<file path="config.mk">
export PLATFORM = sky130hd
export DESIGN_NAME = uart_tx_scheduler
export DESIGN_NICKNAME = d
export VERILOG_FILES = /design/src/rtl/uart_tx_scheduler.sv
export SDC_FILE = /design/constraint.sdc
export NUM_CORES = 1
export LEC_CHECK = 0
export ABC_AREA = 1
export CORE_ASPECT_RATIO = 1.2
export CORE_MARGIN = 4
export CORE_UTILIZATION = 50
export DETAILED_ROUTE_END_ITERATION = 8
export PLACE_DENSITY = 0.83
export SLEW_MARGIN = 25
export SYNTH_ARGS = -nofsm -noshare
export SYNTH_HDL_FRONTEND = slang
export SYNTH_SLANG_ARGS = --single-unit
</file>
<file path="constraint.sdc">
create_clock -name clk -period 3.55 [get_ports clk]
set_input_delay 0.355 -clock clk [delete_from_list [all_inputs] [get_ports clk]]
set_output_delay 0.355 -clock clk [all_outputs]
set_load 0.05 [all_outputs]
</file>
<file path="src/rtl/uart_tx_scheduler.sv">
// rtl/uart_tx_scheduler.sv - two-requester round-robin UART 8N1/8N2 frame transmitter
module uart_tx_scheduler #(
  parameter int DATA_BITS = 8,
  parameter int STOP_BITS = 1
) (
  input  logic                 clk,
  input  logic                 rst,
  input  logic [1:0]           req_valid,
  input  logic [DATA_BITS-1:0] req_data0,
  input  logic [DATA_BITS-1:0] req_data1,
  output logic [1:0]           req_ready,
  input  logic                 baud_pulse,
  output logic                 baud_enable,
  output logic                 tx,
  output logic                 busy,
  output logic                 grant_id
);

  localparam logic [1:0] S_IDLE  = 2'd0;
  localparam logic [1:0] S_START = 2'd1;
  localparam logic [1:0] S_DATA  = 2'd2;
  localparam logic [1:0] S_STOP  = 2'd3;

  localparam logic [2:0] LAST_BIT  = 3'(DATA_BITS - 1);
  localparam logic       LAST_STOP = 1'(STOP_BITS - 1);

  logic [1:0]           state_q, state_d;
  logic [DATA_BITS-1:0] shift_q, shift_d;
  logic [2:0]           bit_cnt_q, bit_cnt_d;
  logic                 stop_cnt_q, stop_cnt_d;
  logic                 prio_q, prio_d;
  logic                 grant_q, grant_d;
  logic                 handshake;
  logic                 sel;

  // Ready is held low while reset is asserted so no requester sees an ack.
  always_comb begin
    req_ready = 2'b00;
    if (state_q == S_IDLE && rst) begin
      case (req_valid)
        2'b01:   req_ready = 2'b01;
        2'b10:   req_ready = 2'b10;
        2'b11:   req_ready = prio_q ? 2'b10 : 2'b01;
        default: req_ready = 2'b00;
      endcase
    end
  end

  assign handshake = |(req_valid & req_ready);
  assign sel       = req_ready[1];

  always_comb begin
    state_d    = state_q;
    shift_d    = shift_q;
    bit_cnt_d  = bit_cnt_q;
    stop_cnt_d = stop_cnt_q;
    prio_d     = prio_q;
    grant_d    = grant_q;
    case (state_q)
      S_IDLE: begin
        if (handshake) begin
          shift_d = sel ? req_data1 : req_data0;
          grant_d = sel;
          prio_d  = ~sel;
          state_d = S_START;
        end
      end
      S_START: begin
        if (baud_pulse) begin
          bit_cnt_d = 3'd0;
          state_d   = S_DATA;
        end
      end
      S_DATA: begin
        if (baud_pulse) begin
          shift_d = shift_q >> 1;
          if (bit_cnt_q == LAST_BIT) begin
            stop_cnt_d = 1'b0;
            state_d    = S_STOP;
          end else begin
            bit_cnt_d = bit_cnt_q + 3'd1;
          end
        end
      end
      default: begin
        if (baud_pulse) begin
          if (stop_cnt_q == LAST_STOP) begin
            state_d = S_IDLE;
          end else begin
            stop_cnt_d = stop_cnt_q + 1'b1;
          end
        end
      end
    endcase
  end

  always_ff @(posedge clk or negedge rst) begin
    if (!rst) begin
      state_q    <= S_IDLE;
      shift_q    <= '0;
      bit_cnt_q  <= 3'd0;
      stop_cnt_q <= 1'b0;
      prio_q     <= 1'b0;
      grant_q    <= 1'b0;
    end else begin
      state_q    <= state_d;
      shift_q    <= shift_d;
      bit_cnt_q  <= bit_cnt_d;
      stop_cnt_q <= stop_cnt_d;
      prio_q     <= prio_d;
      grant_q    <= grant_d;
    end
  end

  always_comb begin
    case (state_q)
      S_START: tx = 1'b0;
      S_DATA:  tx = shift_q[0];
      default: tx = 1'b1;
    endcase
  end

  assign baud_enable = (state_q != S_IDLE);
  assign busy        = (state_q != S_IDLE);
  assign grant_id    = grant_q;

endmodule

</file>
# After elaboration in Yosys (flattened, before gate mapping)
# Index checks and enable logic that the tools add are counted.
# totals
register_bits,16
input_bits,21
output_inout_bits,6
word_cells,60
# op_classes
n_addsub,2
eq_ne,12
n_mux,24
bitwise_logic,3
reduce_logical,13
# op_table
operator,n
$mux 8,3
$mux 2,8
$pmux 8 s2,1
$pmux 2 s3,2
$ne 2x2->1 const B,5
$mux 3,3
$reduce_bool 2->1,4
$eq 2x2->1 const B,3
$pmux 3 s2,1
$reduce_and 3->1,2
$reduce_and 6->1,1
$eq 2x1->1 const B,2
$mux 1,4
$ne 4x1->1 const B,1
$pmux 1 s2,2
$reduce_and 4->1,1
$reduce_or 2->1,2
$add 3x1->3 const B,1
$eq 3x3->1 const B,1
$and 2x2->2,1
$logic_not 2->1,1
$not 1->1,2
$reduce_and 2->1,1
$add 1x1->1 const B,1
$logic_and 1x1->1,1

# Depth between registers and ports, before layout
# depth
word_depth,7
mapped_depth,11
ltp_nobuf,10

# Worst setup path after synthesis
# OpenSTA, ideal clock, no wires.
# synth_timing
kind,register -> output
from,register state_q[0]
to,output port req_ready[1]
arrival_ps,1413
required_ps,3195
path_slack_ps,1782
stages_incl_launch_ff,8
n_path_buf,1
cell_sequence,dfrtp_1 -> inv_1 -> ha_1 -> nand2_2 -> clkinv_4 -> nand3_1 -> buf_2 -> inv_1
# synth_via
elab_chain_cells,3
# synth_lines
item,line_no,text
"start, declared",27,"logic [1:0] state_q, state_d;"
"start signal, assigned",106,state_q <= state_d;
$logic_not 2->1,39,if (state_q == S_IDLE && rst) begin
$logic_and 1x1->1,39,
$mux 2,39,
"end, declared",11,"output logic [1:0] req_ready,"
# No other way between the ends.

# Final worst setup path
# Same ends and word-level chain as after synthesis.

==> flow_metrics.env <==
export IMPL_clock_path_buffers=2
export IMPL_drtIter0Drc=16
export IMPL_slew_viol_final=0
export IMPL_dieArea_mm2=0.00274
export IMPL_fp_dieW_um=48.4
export IMPL_dpl_cell_area_mm2=0.00123
export IMPL_post_route_period_util=0.786
export IMPL_tritoncts_num_buffers=3
export IMPL_syn_area_um2=981
export IMPL_grt_pass1_vias=908
export IMPL_cts_resized=0
export IMPL_most_common_layout_cells="nand2_1 (50), clkdlybuf4s50_1 (26), nor2_1 (20)"
export IMPL_synth_seq_area_share=0.383
export IMPL_dr_max_layer_used="met4"
export IMPL_path_max_fanout=11
export IMPL_synth_top_area_frac=0.383
export IMPL_critPathKind="reg2out"
export IMPL_cts_setup_buffers=0
export IMPL_rows=17
export IMPL_fmax_mhz=358
export IMPL_io_pins=27
export IMPL_initial_core_util=0.530
export IMPL_hold_path_class="in2async"
export IMPL_stdcell_count=184
export IMPL_synthTopCellsByArea="dfrtp_1 (38%), nand2_1 (19%), nor2_1 (7.7%), ha_1 (6.4%), nand3_1 (6.1%)"
export IMPL_clkTransAtPathRegs_ns=0.09
export IMPL_cts_root_buf="clkbuf_4"
export IMPL_slew_limit_headroom=0.665
export IMPL_drive_above_1_share=0.0848
export IMPL_drtPass1Iterations=4
export IMPL_fin_nets=192
export IMPL_drcViolationCount=0
export IMPL_grt_max_degree=17
export IMPL_cp_required_ns=3.19
export IMPL_status="finished clean"
export IMPL_die_y_um=56.5
export IMPL_area_growth_pct=28.6
export IMPL_start_kind="register"
export IMPL_antennaDiodeCount=0
export IMPL_gp_congestion=0.827
export IMPL_drv_cap=0
export IMPL_finalSetupTns_ns=0
export IMPL_wire_per_inst_um=11.3
export IMPL_ys_seq_elements=15
export IMPL_cellPowerDensity_mw_per_mm2=832
export IMPL_postLayoutCellArea_mm2=0.00126
export IMPL_synth_area_per_cell_um2=7.06
export IMPL_synth_xor_area_frac=0
export IMPL_synth_nets=165
export IMPL_grt_total_usage=0.170
export IMPL_routed_wl_mm=2.07
export IMPL_tightestPinTransition_ns=0.500
export IMPL_finClkSkew_ns=0.000684
export IMPL_synth_top_family_by_area="simple AND/OR/NAND/NOR gates"
export IMPL_crit_arrival_ns=2.44
export IMPL_end_kind="primary output"
export IMPL_met2_wirelength_mm=1.02
export IMPL_synth_compound_area_frac=0.0179
export IMPL_met3_wirelength_um=115
export IMPL_io_buffers=26
export IMPL_syn_inst=139
export IMPL_cts_tree="built"
export IMPL_yosys_warnings=0
export IMPL_drt_met1_wl_um=889
export IMPL_utilization=0.682
export IMPL_vias=937
export IMPL_synth_simple_gate_area_frac=0.441
export IMPL_setup_viol=0
export IMPL_hold_viol=0
export IMPL_synth_adder_area_share=0.0638
export IMPL_synth_mux_area_frac=0
export IMPL_dp_hpwl_mm=1.68
export IMPL_grt_pass1_wl_mm=3.75
export IMPL_min_period_ns=2.79
export IMPL_mostFrequentLayoutCell="nand2_1"
export IMPL_clk_latency_ns=0.29
export IMPL_core_area_mm2=0.00185
export IMPL_peakVddDrop_mv=0.362
export IMPL_leakagePower_nw=0.692
export IMPL_grt_overflow=0
export IMPL_fillCellCount=163
export IMPL_h_tree_depth=1
export IMPL_dp_cells=180
export IMPL_antenna_found_initial=0
export IMPL_rsz0062_at_grt="false"
export IMPL_cts_sinks=15
export IMPL_viasPerCell=5.09
export IMPL_ys_types=19
export IMPL_ctsHoldBuffers=0
export IMPL_yosys_area_top_type="dfrtp_1"
export IMPL_ant_nets=0
## metal layers
layer / up-vias / global-route usage
met5: - / 0
met4: 0 / 0.0830
met1: 422 / 0.201
li1: 488 / -
met3: 5 / 0.0345
met2: 22 / 0.287
## per-stage QoR
step	worst slack, ns	power [W]	hold WS (ns)
floorplan	1.78	0.000822	0.0594
global placement	0.979	0.000937	0.460
detailed placement	0.936	0.000958	0.465
CTS	0.752	0.00106	0.448
global route	0.586	0.00116	0.445
finish	0.759	0.00105	0.436
## final cells by class
type / count / area, µm² / share of cell area
Timing Repair Buffer: 27 / 268 / 0.212
Clock inverter: 1 / 5.00 / 0.00397
Sequential cell: 15 / 375 / 0.298
Clock buffer: 3 / 22.5 / 0.0179
Multi-Input combinational cell: 106 / 513 / 0.407
Inverter: 13 / 53.8 / 0.0427
Tap cell: 19 / 23.8 / 0.0188
## state kept, by name, summed over array words and instances (netlist names)
signal,flops
shift_q,8
bit_cnt_q,3
state_q,2
grant_id,1
prio_q,1
## worst paths after layout
kind                       cells after the start           end  slack [ns]        from
setup / recovery                               7  req_ready[1]        0.76  state_q[0]
hold reg to reg                                2      grant_id        0.48    grant_id
hold / removal                                 2    state_q[0]        0.44         rst
max in group asynchronous                      2    shift_q[2]        2.94         rst
min in group clk                               2      grant_id        0.48    grant_id
setup reg to reg                               8    state_q[0]        1.75  state_q[0]
## worst max-delay path, stage by stage, from the launching register on
cell             delay (ns)
dfrtp_1                0.41
inv_1                  0.08
ha_1                   0.26
nand2_2                0.10
clkinv_4               0.09
nand3_1                0.27
inv_1                  0.12
clkdlybuf4s50_1        0.81
## power by group
part	total (W)	internal, W	leakage (nW)	switching [W]
logic	0.000652	0.000223	0.486	0.000429
clock network	0.000101	0.0000420	0.0177	0.0000591
registers	0.000297	0.000254	0.188	0.0000426
## synth_stat cells
cell type	n
buf_2	1
buf_4	3
buf_6	1
clkinv_4	1
dfrtp_1	15
ha_1	5
inv_1	11
inv_2	1
nand2_1	50
nand2_2	3
nand2_4	2
nand3_1	12
nand3b_1	1
nand4_1	7
nor2_1	20
nor2_2	2
nor3_1	1
o211ai_1	1
o21ai_0	2
## kinds of logic after synthesis
family,after synthesis
and+or+nand+nor,98
buffers and inverters,18
DFF,15
adders and majority gates,5
AOI/OAI and AO/OA,3
(Power assumes the default switching activity.)
